==> src/rtl/fetch_pkg.sv <==
// Shared types and constants for the instruction fetch unit.
package fetch_pkg;

    typedef enum logic [1:0] {
        StIdle,
        StWait,
        StDrop,
        StHalt
    } fetch_state_e;

    localparam logic [31:0] NOP_INSTR_DEFAULT = 32'h0000_0013;

    function automatic logic is_word_aligned(input logic [1:0] i_lsbs);
        return i_lsbs == 2'b00;
    endfunction

endpackage

==> src/rtl/fetch_out_buf.sv <==
// One-entry valid/ready output register with a dominant synchronous clear.
module fetch_out_buf
    import fetch_pkg::*;
#(
    parameter int unsigned WIDTH = 32
) (
    input  logic             clk,
    input  logic             reset,
    input  logic             i_clear,
    input  logic             i_load,
    input  logic [WIDTH-1:0] i_data,
    input  logic [WIDTH-1:0] i_pc,
    input  logic             i_fault,
    input  logic             i_ready,
    output logic             o_valid,
    output logic [WIDTH-1:0] o_data,
    output logic [WIDTH-1:0] o_pc,
    output logic             o_fault
);

    logic             r_valid;
    logic [WIDTH-1:0] r_data;
    logic [WIDTH-1:0] r_pc;
    logic             r_fault;

    // Load wins over a same-cycle drain so back-to-back refills keep the entry full.
    always_ff @(posedge clk or posedge reset) begin
        if (reset) begin
            r_valid <= 1'b0;
            r_data  <= '0;
            r_pc    <= '0;
            r_fault <= 1'b0;
        end else if (i_clear) begin
            r_valid <= 1'b0;
            r_fault <= 1'b0;
        end else if (i_load) begin
            r_valid <= 1'b1;
            r_data  <= i_data;
            r_pc    <= i_pc;
            r_fault <= i_fault;
        end else if (r_valid && i_ready) begin
            r_valid <= 1'b0;
        end
    end

    assign o_valid = r_valid;
    assign o_data  = r_data;
    assign o_pc    = r_pc;
    assign o_fault = r_fault;

endmodule

==> src/rtl/fetch_unit.sv <==
// Single-outstanding instruction fetch: request per PC, one-entry output buffer,
// flush/drop handling and a halt state for misaligned PCs.
module fetch_unit
    import fetch_pkg::*;
#(
    parameter int unsigned           ADDR_WIDTH = 32,
    parameter logic [ADDR_WIDTH-1:0] NOP_INSTR  = ADDR_WIDTH'(NOP_INSTR_DEFAULT)
) (
    input  logic                  clk,
    input  logic                  reset,
    input  logic [ADDR_WIDTH-1:0] pc_value,
    output logic                  pc_inc,
    input  logic                  flush,
    output logic                  imem_req,
    output logic [ADDR_WIDTH-1:0] imem_addr,
    input  logic                  imem_ack,
    input  logic [ADDR_WIDTH-1:0] imem_rdata,
    output logic                  instr_valid,
    input  logic                  instr_ready,
    output logic [ADDR_WIDTH-1:0] instr_data,
    output logic [ADDR_WIDTH-1:0] instr_pc,
    output logic                  instr_fault
);

    fetch_state_e          r_state;
    fetch_state_e          w_state_next;
    logic [ADDR_WIDTH-1:0] r_req_pc;
    logic [ADDR_WIDTH-1:0] w_req_pc_next;

    logic                  w_can_issue;
    logic                  w_buf_load;
    logic [ADDR_WIDTH-1:0] w_buf_data;
    logic [ADDR_WIDTH-1:0] w_buf_pc;
    logic                  w_buf_fault;

    always_ff @(posedge clk or posedge reset) begin
        if (reset) begin
            r_state  <= StIdle;
            r_req_pc <= '0;
        end else begin
            r_state  <= w_state_next;
            r_req_pc <= w_req_pc_next;
        end
    end

    // Only issue when the buffer will have room at the edge the response could land.
    assign w_can_issue = (r_state == StIdle) && !flush && (!instr_valid || instr_ready);

    always_comb begin
        w_state_next  = r_state;
        w_req_pc_next = r_req_pc;
        w_buf_load    = 1'b0;
        w_buf_data    = imem_rdata;
        w_buf_pc      = r_req_pc;
        w_buf_fault   = 1'b0;
        pc_inc        = 1'b0;

        unique case (r_state)
            StIdle: begin
                if (w_can_issue) begin
                    if (is_word_aligned(pc_value[1:0])) begin
                        w_req_pc_next = pc_value;
                        w_state_next  = StWait;
                    end else begin
                        w_buf_load   = 1'b1;
                        w_buf_data   = NOP_INSTR;
                        w_buf_pc     = pc_value;
                        w_buf_fault  = 1'b1;
                        w_state_next = StHalt;
                    end
                end
            end
            StWait: begin
                if (flush) begin
                    w_state_next = imem_ack ? StIdle : StDrop;
                end else if (imem_ack) begin
                    w_buf_load   = 1'b1;
                    pc_inc       = 1'b1;
                    w_state_next = StIdle;
                end
            end
            StDrop: begin
                if (imem_ack) begin
                    w_state_next = StIdle;
                end
            end
            StHalt: begin
                if (flush) begin
                    w_state_next = StIdle;
                end
            end
            default: w_state_next = StIdle;
        endcase
    end

    assign imem_req  = (r_state == StWait) || (r_state == StDrop);
    assign imem_addr = r_req_pc;

    fetch_out_buf #(
        .WIDTH (ADDR_WIDTH)
    ) u_out_buf (
        .clk     (clk),
        .reset   (reset),
        .i_clear (flush),
        .i_load  (w_buf_load),
        .i_data  (w_buf_data),
        .i_pc    (w_buf_pc),
        .i_fault (w_buf_fault),
        .i_ready (instr_ready),
        .o_valid (instr_valid),
        .o_data  (instr_data),
        .o_pc    (instr_pc),
        .o_fault (instr_fault)
    );

endmodule
==> config.mk <==
export PLATFORM = sky130hd
export DESIGN_NAME = fetch_unit
export DESIGN_NICKNAME = d
export VERILOG_FILES = /design/src/rtl/fetch_pkg.sv /design/src/rtl/fetch_out_buf.sv /design/src/rtl/fetch_unit.sv
export SDC_FILE = /design/constraint.sdc
export NUM_CORES = 1
export LEC_CHECK = 0
export BUFFER_PORTS_ARGS = -buffer_cell sky130_fd_sc_hd__buf_2
export CORE_MARGIN = 5
export CORE_UTILIZATION = 30
export DETAILED_ROUTE_END_ITERATION = 10
export PLACE_DENSITY = 0.64
export SETUP_SLACK_MARGIN = 0.1
export SYNTH_ARGS = -nofsm -noshare
export SYNTH_HDL_FRONTEND = slang
export SYNTH_SLANG_ARGS = --single-unit
==> constraint.sdc <==
create_clock -name clk -period 4.1 [get_ports clk]
set_input_delay 0.41 -clock clk [delete_from_list [all_inputs] [get_ports clk]]
set_output_delay 0.41 -clock clk [all_outputs]
set_load 0.1 [all_outputs]
==> run_results.csv, run 1 <==
group,metric,value,unit
worst_setup_path,critPathBufInv,4,
synthesis,ys_warn_count,0,
synthesis,synth-seq-cells,100,
clocking,cts_buffers,9,
synthesis,yosysMostFrequentCell,"dfrtp_1",
route,vias,3279,
worst_setup_path,worstSetupEndpointType,"primary output",
clocking,postCtsSetupBuffers,0,
synthesis,synth.distinct_cells,27,
floorplanning,die_area,16500,sq um
clocking,clock_sinks,100,
cells_and_area,drive_above_1_share,0.410,
worst_setup_path,cp.required,3690,ps
route,drt_iter0_drc,178,
worst_setup_path,cpMaxStageDelayCell,"buf_2",
worst_setup_path,cp-start-kind,"flop",
sta,timing.fmax,400,MHz
global_route,grt_pass1_wl,16600,microns
cells_and_area,nNetsFinal,611,
worst_setup_path,cpLargestDelayFamily,"buffers and inverters",
synthesis,netlist.area_leader.share,0.593,
clocking,cts_tree,"done",
sta,rsz0062_at_grt,"false",
global_route,gr-total-overflow,0,
synthesis,syn_area_per_cell,11.2,sq um
floorplanning,core,13800,sq um
floorplanning,die_x,129,microns
synthesis,synth-edff-count,0,
clocking,clock_path_buffers,2,
synthesis,synthTopCellsByCount,"dfrtp_1 (100), nand2_1 (96), a21oi_1 (35)",
synthesis,synth_area,4220,sq um
floorplanning,initial_core_util,0.305,
worst_setup_path,path_cells,"inv_1 -> ha_1 -> nand3b_1 -> clkinv_1 -> buf_4 -> buf_2",
clocking,cts_resized,0,
synthesis,yosysTopAreaCell,"dfrtp_1",
sta,slew_violations,0,
worst_hold_path,hold_class,"in2async",
outcome,outcome,"finished, final reports clean",
sta,tns,0,ps
synthesis,async_flop_share,1.00,
clocking,clk_latency,340,ps
route,wl_per_cell,14.3,microns
global_route,grt_max_degree,91,
global_route,grt_usage,0.125,
route,antenna_left,0,
worst_setup_path,critical_path_class,"reg2out",
sta,final-setup-viol-count,0,
route,viasPerCell,4.54,
sta,finClkSkew,5.25,ps
global_route,grt_pass1_vias,3341,
placement,place_hpwl,7280,microns
synthesis,ys.flop_type,"dfrtp_1",
route,drc_errors,0,
cells_and_area,antennaDiodeCount,0,
synthesis,netlist_instances,376,
flow_run,drv_cap,0,
sta,slew_headroom,0.389,
floorplanning,rows,43,
placement,io_buffers,168,
cells_and_area,area_delta_synth_final,30.9,%
placement,place_congestion,0.788,
route,drt-total-wl,10300,microns
floorplanning,die_h,129,microns
synthesis,ys_seq_area_frac,0.593,
worst_setup_path,slowest_delay,500,ps
sta,min_period_over_period,0.609,
clocking,clk_pin_slew,70,ps
clocking,cts_hold_buf,0,
sta,worstMarginPinSlew,916,ps
clocking,root_buffer,"clkbuf_16",
sta,period_needed,2500,ps
global_route,antenna_found_initial,0,
route,firstDrtPassIters,4,
worst_setup_path,critical_path.max_fanout,34,
synthesis,synthTopCellsByArea,"dfrtp_1 (59%), nand2_1 (8.5%), mux2_2 (8.0%)",
floorplanning,design.portCount,169,
sta,final-hold-violation-count,0,
clocking,h-tree-depth,3,
worst_setup_path,worst_ep_arrival_time,2090,ps
synthesis,syn-num-nets,450,
==> area by class of cell <==
class / instances / area (sq um)
repair buffers: 172 / 871
clock inverters: 4 / 72.6
inverters: 5 / 21.3
well taps: 180 / 225
clock buffers: 12 / 246
multi-input cells: 249 / 1580
flip-flops and latches: 100 / 2500
fillers: 1361 / 8310
==> state kept, by name (all words and copies together), names as in the netlist <==
register,count
u_out_buf.o_fault,1
u_out_buf.o_data,32
u_out_buf.o_valid,1
imem_addr,32
r_state,2
u_out_buf.o_pc,32
==> worst paths after layout <==
kind	slack [ps]	endpoint	cells past startpoint	startpoint
worst max-delay path	1600	pc_inc	6	r_state[1]
worst min-delay path	220	u_out_buf.o_data[30]	2	reset
worst max register to register	1830	imem_addr[27]	5	r_state[1]
worst min register to register	510	u_out_buf.o_fault	1	u_out_buf.o_fault
max in group asynchronous	2910	u_out_buf.o_pc[27]	3	reset
min in group clk	290	u_out_buf.o_data[0]	3	imem_rdata[0]
==> logic make-up after synthesis <==
kind of cell	synth area share
buf+inv	0.0317
mux	0.159
simple gates	0.109
compound gates	0.0922
fa+ha+maj	0.0148
flops	0.593
==> cell usage in the layout, fill, tap and decap left out, types with 2 or more instances in the layout <==
cell / n
mux2_2: 30
bufinv_16: 2
o21ai_1: 4
and2_1: 2
inv_1: 3
nand2_1: 96
a21o_1: 2
ha_1: 5
nand3_1: 3
clkbuf_1: 2
clkbuf_16: 9
mux2i_1: 32
buf_2: 168
buf_4: 4
a21oi_1: 35
o21a_1: 2
o21ai_0: 28
dfrtp_1: 100
==> per-stage QoR <==
| stage | cell area [sq um] | std cells | hold slack [ps] | utilization | worst slack [ps] |
|---|---|---|---|---|---|
| finish | 5520 | 722 | 216 | 0.399 | 1600 |
| CTS | 5520 | 722 | 245 | 0.399 | 1580 |
| global route | 5520 | 722 | 279 | 0.399 | 1460 |
| floorplan | 4220 | 376 | 527 | - | 1070 |
| global placement | 5200 | 706 | 500 | 0.376 | 1920 |
| detailed placement | 5200 | 706 | 506 | 0.376 | 1820 |
==> metal layers <==
metal | track usage | wire [microns] | share of wire | up-vias
met5 | 0 | 0 | 0 | -
met4 | 0.0531 | 216 | 0.021 | 0
met3 | 0.0394 | 998 | 0.097 | 15
li1 | - | - | - | 1592
met1 | 0.157 | 4480 | 0.44 | 1542
met2 | 0.199 | 4600 | 0.45 | 130
Power of run 1 is left out: the tool's default activity adds up to more than one toggle a clock period on the data nets, which glitch-free logic cannot reach.
==> run 2: changes to the inputs <==
clock period = 2.37 ns   (was 4.1 ns; I/O delays follow)
==> run 2 against run 1 <==
Net effect:
- via count shrank 1.0%
- clock skew about the same
- global-route usage rose by 0.24 points
- cell area grew 0.68%
- critical endpoint unchanged
- sequential cell count is the same
- highest routed layer unchanged
- utilization up 0.27 points
==> run_results.csv, run 2 (synthesis gave the netlist of run 1 again) <==
group,metric,value,unit
sta,min_period_over_period,0.880,
sta,timing.fmax,479,MHz
cells_and_area,area_delta_synth_final,31.8,%
route,firstDrtPassIters,4,
sta,period_needed,2090,ps
clocking,clk_latency,340,ps
route,wl_per_cell,14.4,microns
cells_and_area,layout_common_cells,"buf_2 (168), dfrtp_1 (100), nand2_1 (96)",
clocking,root_buffer,"clkbuf_16",
sta,slew_headroom,0.642,
route,drt-total-wl,10400,microns
placement,place_congestion,0.765,
cells_and_area,final_common_cell,"buf_2",
worst_setup_path,r2r-start,"r_state[1]",
clocking,h-tree-depth,3,
worst_setup_path,r2r-end,"imem_addr[14]",
worst_setup_path,worst_ep_arrival_time,1850,ps
outcome,outcome,"finished, final reports clean",
placement,place_hpwl,7590,microns
worst_setup_path,reg2reg_slack,500,ps
worst_hold_path,hold_class,"in2async",
sta,tns,0,ps
floorplanning,initial_core_util,0.305,
sta,final-setup-viol-count,0,
global_route,gr-max-usage-layer,"met2",
placement,io_buffers,168,
sta,slew_violations,0,
floorplanning,die_h,129,microns
global_route,antenna_found_initial,0,
clocking,cts_resized,0,
global_route,grt_max_degree,101,
sta,worstMarginPinSlew,537,ps
worst_setup_path,r2r_cells,6,
floorplanning,core,13800,sq um
sta,final-hold-violation-count,0,
clocking,clock_sinks,100,
floorplanning,die_x,129,microns
sta,rsz0062_at_grt,"false",
route,drt_iter0_drc,101,
floorplanning,design.portCount,169,
global_route,grt_usage,0.127,
sta,finClkSkew,5.11,ps
cells_and_area,fill_cells,1368,
floorplanning,die_area,16500,sq um
clocking,cts_tree,"done",
worst_setup_path,critical_path.max_fanout,4,
global_route,grt_pass1_vias,3272,
route,vias,3246,
route,antenna_left,0,
flow_run,drv_cap,0,
floorplanning,rows,43,
global_route,grtUsageMet2,0.206,
clocking,cts_buffers,9,
clocking,clock_path_buffers,2,
global_route,gr-total-overflow,0,
clocking,clk_pin_slew,60,ps
worst_setup_path,critical_path_class,"reg2out",
cells_and_area,drive_above_1_share,0.410,
worst_setup_path,worstSetupEndpointType,"primary output",
global_route,grtUsageMet3,0.0295,
cells_and_area,nNetsFinal,615,
route,viasPerCell,4.46,
clocking,postCtsSetupBuffers,0,
route,drc_errors,0,
clocking,cts_hold_buf,0,
global_route,met1_usage,0.166,
global_route,grt_pass1_wl,16700,microns
worst_setup_path,cp.required,2130,ps
worst_setup_path,cp-start-kind,"flop",
## run 2: cell types whose count changed in the layout (fill, tap and decap cells not counted)
cell       previous run  this run
buf_12                0         2
buf_4                 4         6
clkbuf_1              2         4
bufinv_16             2         1
clkbuf_8              1         2
clkinv_2              1         0
diode_2               0         1
inv_4                 1         0
## run 2: through the flow
step	area (sq um)	utilization	instances	hold slack (ps)	worst slack [ps]
after floorplan	4220	-	376	354	265
after global placement	5260	0.380	710	436	585
after CTS	5560	0.402	726	72.8	272
after global routing	5560	0.402	726	109	196
final	5560	0.402	727	50.7	284
after detailed placement	5260	0.380	710	448	501
## run 2: layout make-up
| cell class | count | area, sq um | share of cell area |
|---|---|---|---|
| Tap cell | 180 | 225 | 0.0405 |
| Multi-Input combinational cell | 249 | 1580 | 0.285 |
| Antenna cell | 1 | 2.50 | 0.000450 |
| Inverter | 5 | 22.5 | 0.00405 |
| Clock inverter | 1 | 30.0 | 0.00540 |
| Clock buffer | 15 | 268 | 0.0482 |
| Sequential cell | 100 | 2500 | 0.450 |
| Timing Repair Buffer | 176 | 926 | 0.167 |
## run 2: how the worst max path moves through the flow
stage | slack (ps) | end | startpoint
3_3_place_gp | 580 | imem_addr[21] | r_state[1]
3_5_place_dp | 500 | imem_addr[14] | r_state[1]
6_report | 280 | pc_inc | r_state[1]
5_1_grt | 200 | pc_inc | r_state[1]
2_1_floorplan | 270 | imem_addr[19] | u_out_buf.o_valid
4_1_cts | 270 | pc_inc | r_state[1]
## run 2: layer usage
layer  up-vias  routed length [microns]  share of wire
li1       1595                        -              -
met1      1514                     4620           0.44
met2       124                     4820           0.46
met3        13                      830          0.079
met4         0                      178          0.017
met5         -                        0              0
## run 2: critical path, cell delays in order, from the launching register on
cell and delay [ps]:
dfrtp_1 420, inv_1 130, ha_1 210, nand3b_1 190, clkinv_1 110, buf_2 430
Power of run 2 is left out for the same reason.
==> run 3: changes to the inputs <==
REMOVE_ABC_BUFFERS = 1   (was unset)
SKIP_LAST_GASP = 1   (was unset)
==> run 3 against run 2 <==
Net effect:
- die area unchanged
- largest cell class unchanged
- critical endpoint unchanged
- first-iteration DRC count up 34%
- utilization up 0.24 points
- setup slack worse by 2.7 ps
- clock skew up 1.0 ps
- clock-buffer cell count down 4
==> run_results.csv, run 3 (synthesis gave the netlist of run 1 again) <==
group,metric,value,unit
cells_and_area,fill_cells,1349,
placement,pre_cts_ws,350,ps
worst_setup_path,worst_ep_arrival_time,1850,ps
clocking,clock_path_buffers,2,
sta,final-setup-viol-count,0,
route,firstDrtPassIters,5,
clocking,clk_pin_slew,70,ps
sta,final-hold-violation-count,0,
floorplanning,die_x,129,microns
route,viasPerCell,4.64,
placement,dpl-instance-area,5270,sq um
worst_setup_path,worstSetupEndpointType,"primary output",
global_route,antenna_found_initial,0,
route,drc_errors,0,
clocking,cts_buffers,9,
cells_and_area,final_area,5590,sq um
route,top_layer_used,"met4",
sta,timing.fmax,479,MHz
clocking,cts_hold_buf,0,
clocking,root_buffer,"clkbuf_16",
sta,worstMarginPinSlew,665,ps
cells_and_area,drive_above_1_share,0.416,
clocking,clock_sinks,100,
route,wl_per_cell,14.7,microns
floorplanning,core,13800,sq um
global_route,gr-total-overflow,0,
cells_and_area,final_common_cell,"buf_2",
route,dr_wl_met3,1040,microns
worst_setup_path,critical_path.max_fanout,4,
sta,min_period_over_period,0.881,
route,vias,3374,
route,drt-total-wl,10700,microns
sta,period_needed,2090,ps
outcome,outcome,"finished, final reports clean",
route,wl_met2,4970,microns
sta,rsz0062_at_grt,"false",
clocking,h-tree-depth,3,
floorplanning,die_area,16500,sq um
sta,tns,0,ps
cells_and_area,layout_common_cells,"buf_2 (167), dfrtp_1 (100), nand2_1 (96)",
worst_setup_path,cp-start-kind,"flop",
global_route,grt_usage,0.128,
floorplanning,design.portCount,169,
placement,place_congestion,0.826,
cells_and_area,nNetsFinal,615,
clocking,cts_tree,"done",
sta,slew_headroom,0.557,
worst_setup_path,critical_path_class,"reg2out",
global_route,grt_max_degree,54,
floorplanning,initial_core_util,0.305,
worst_setup_path,cp.required,2130,ps
flow_run,drv_cap,0,
clocking,clk_latency,340,ps
route,drt_iter0_drc,135,
global_route,grt_pass1_vias,3414,
cells_and_area,post-route-util,0.404,
floorplanning,die_h,129,microns
sta,setup_slack,281,ps
sta,slew_violations,0,
placement,io_buffers,168,
global_route,grt_pass1_wl,16900,microns
sta,finClkSkew,6.14,ps
placement,place_hpwl,7810,microns
route,antenna_left,0,
cells_and_area,area_delta_synth_final,32.6,%
worst_hold_path,hold_class,"in2async",
route,wl_met1,4560,microns
floorplanning,rows,43,
==> run 3: path summary, 6_finish.rpt <==
check	from	end	slack (ps)	cells past startpoint
hold / removal	reset	imem_addr[5]	50	3
min in group clk	pc_value[9]	u_out_buf.o_pc[9]	110	3
setup / recovery	r_state[1]	pc_inc	280	5
max in group asynchronous	reset	u_out_buf.o_data[2]	1830	3
hold reg to reg	u_out_buf.o_data[4]	u_out_buf.o_data[4]	490	2
setup reg to reg	r_state[1]	imem_addr[27]	370	6
==> run 3: stage by stage <==
stage / instances / hold slack, ps
6_report: 727 / 48.6
5_1_grt: 726 / 103
4_1_cts: 726 / 60.7
3_5_place_dp: 710 / 437
3_3_place_gp: 710 / 426
2_1_floorplan: 354 / 354
==> run 3: metal layers <==
layer,vias to the layer above,GRT usage
met2,135,0.207
met5,-,0
met1,1627,0.160
met4,0,0.0352
met3,11,0.0486
li1,1601,-
==> run 3: final cells by class <==
cell class,instances,area [sq um],area share
antenna,1,2.50,0.000447
timing repair buffer,176,941,0.168
clock inverter,5,75.1,0.0134
inverter,5,21.3,0.00380
tap,180,225,0.0403
clock buffer,11,243,0.0434
sequential,100,2500,0.447
multi-input combinational,249,1580,0.283
==> run 3: worst max-delay path, stage by stage, from the launching register on <==
cell	delay, ps
dfrtp_1	410
inv_1	130
ha_1	220
nand3b_1	260
clkinv_1	150
clkbuf_4	340
==> run 3: repair_timing <==
action	in CTS	in global routing
setup endpoints to repair	0	1
buffers inserted	0	0
resized for setup	0	1
Power of run 3 is left out for the same reason.
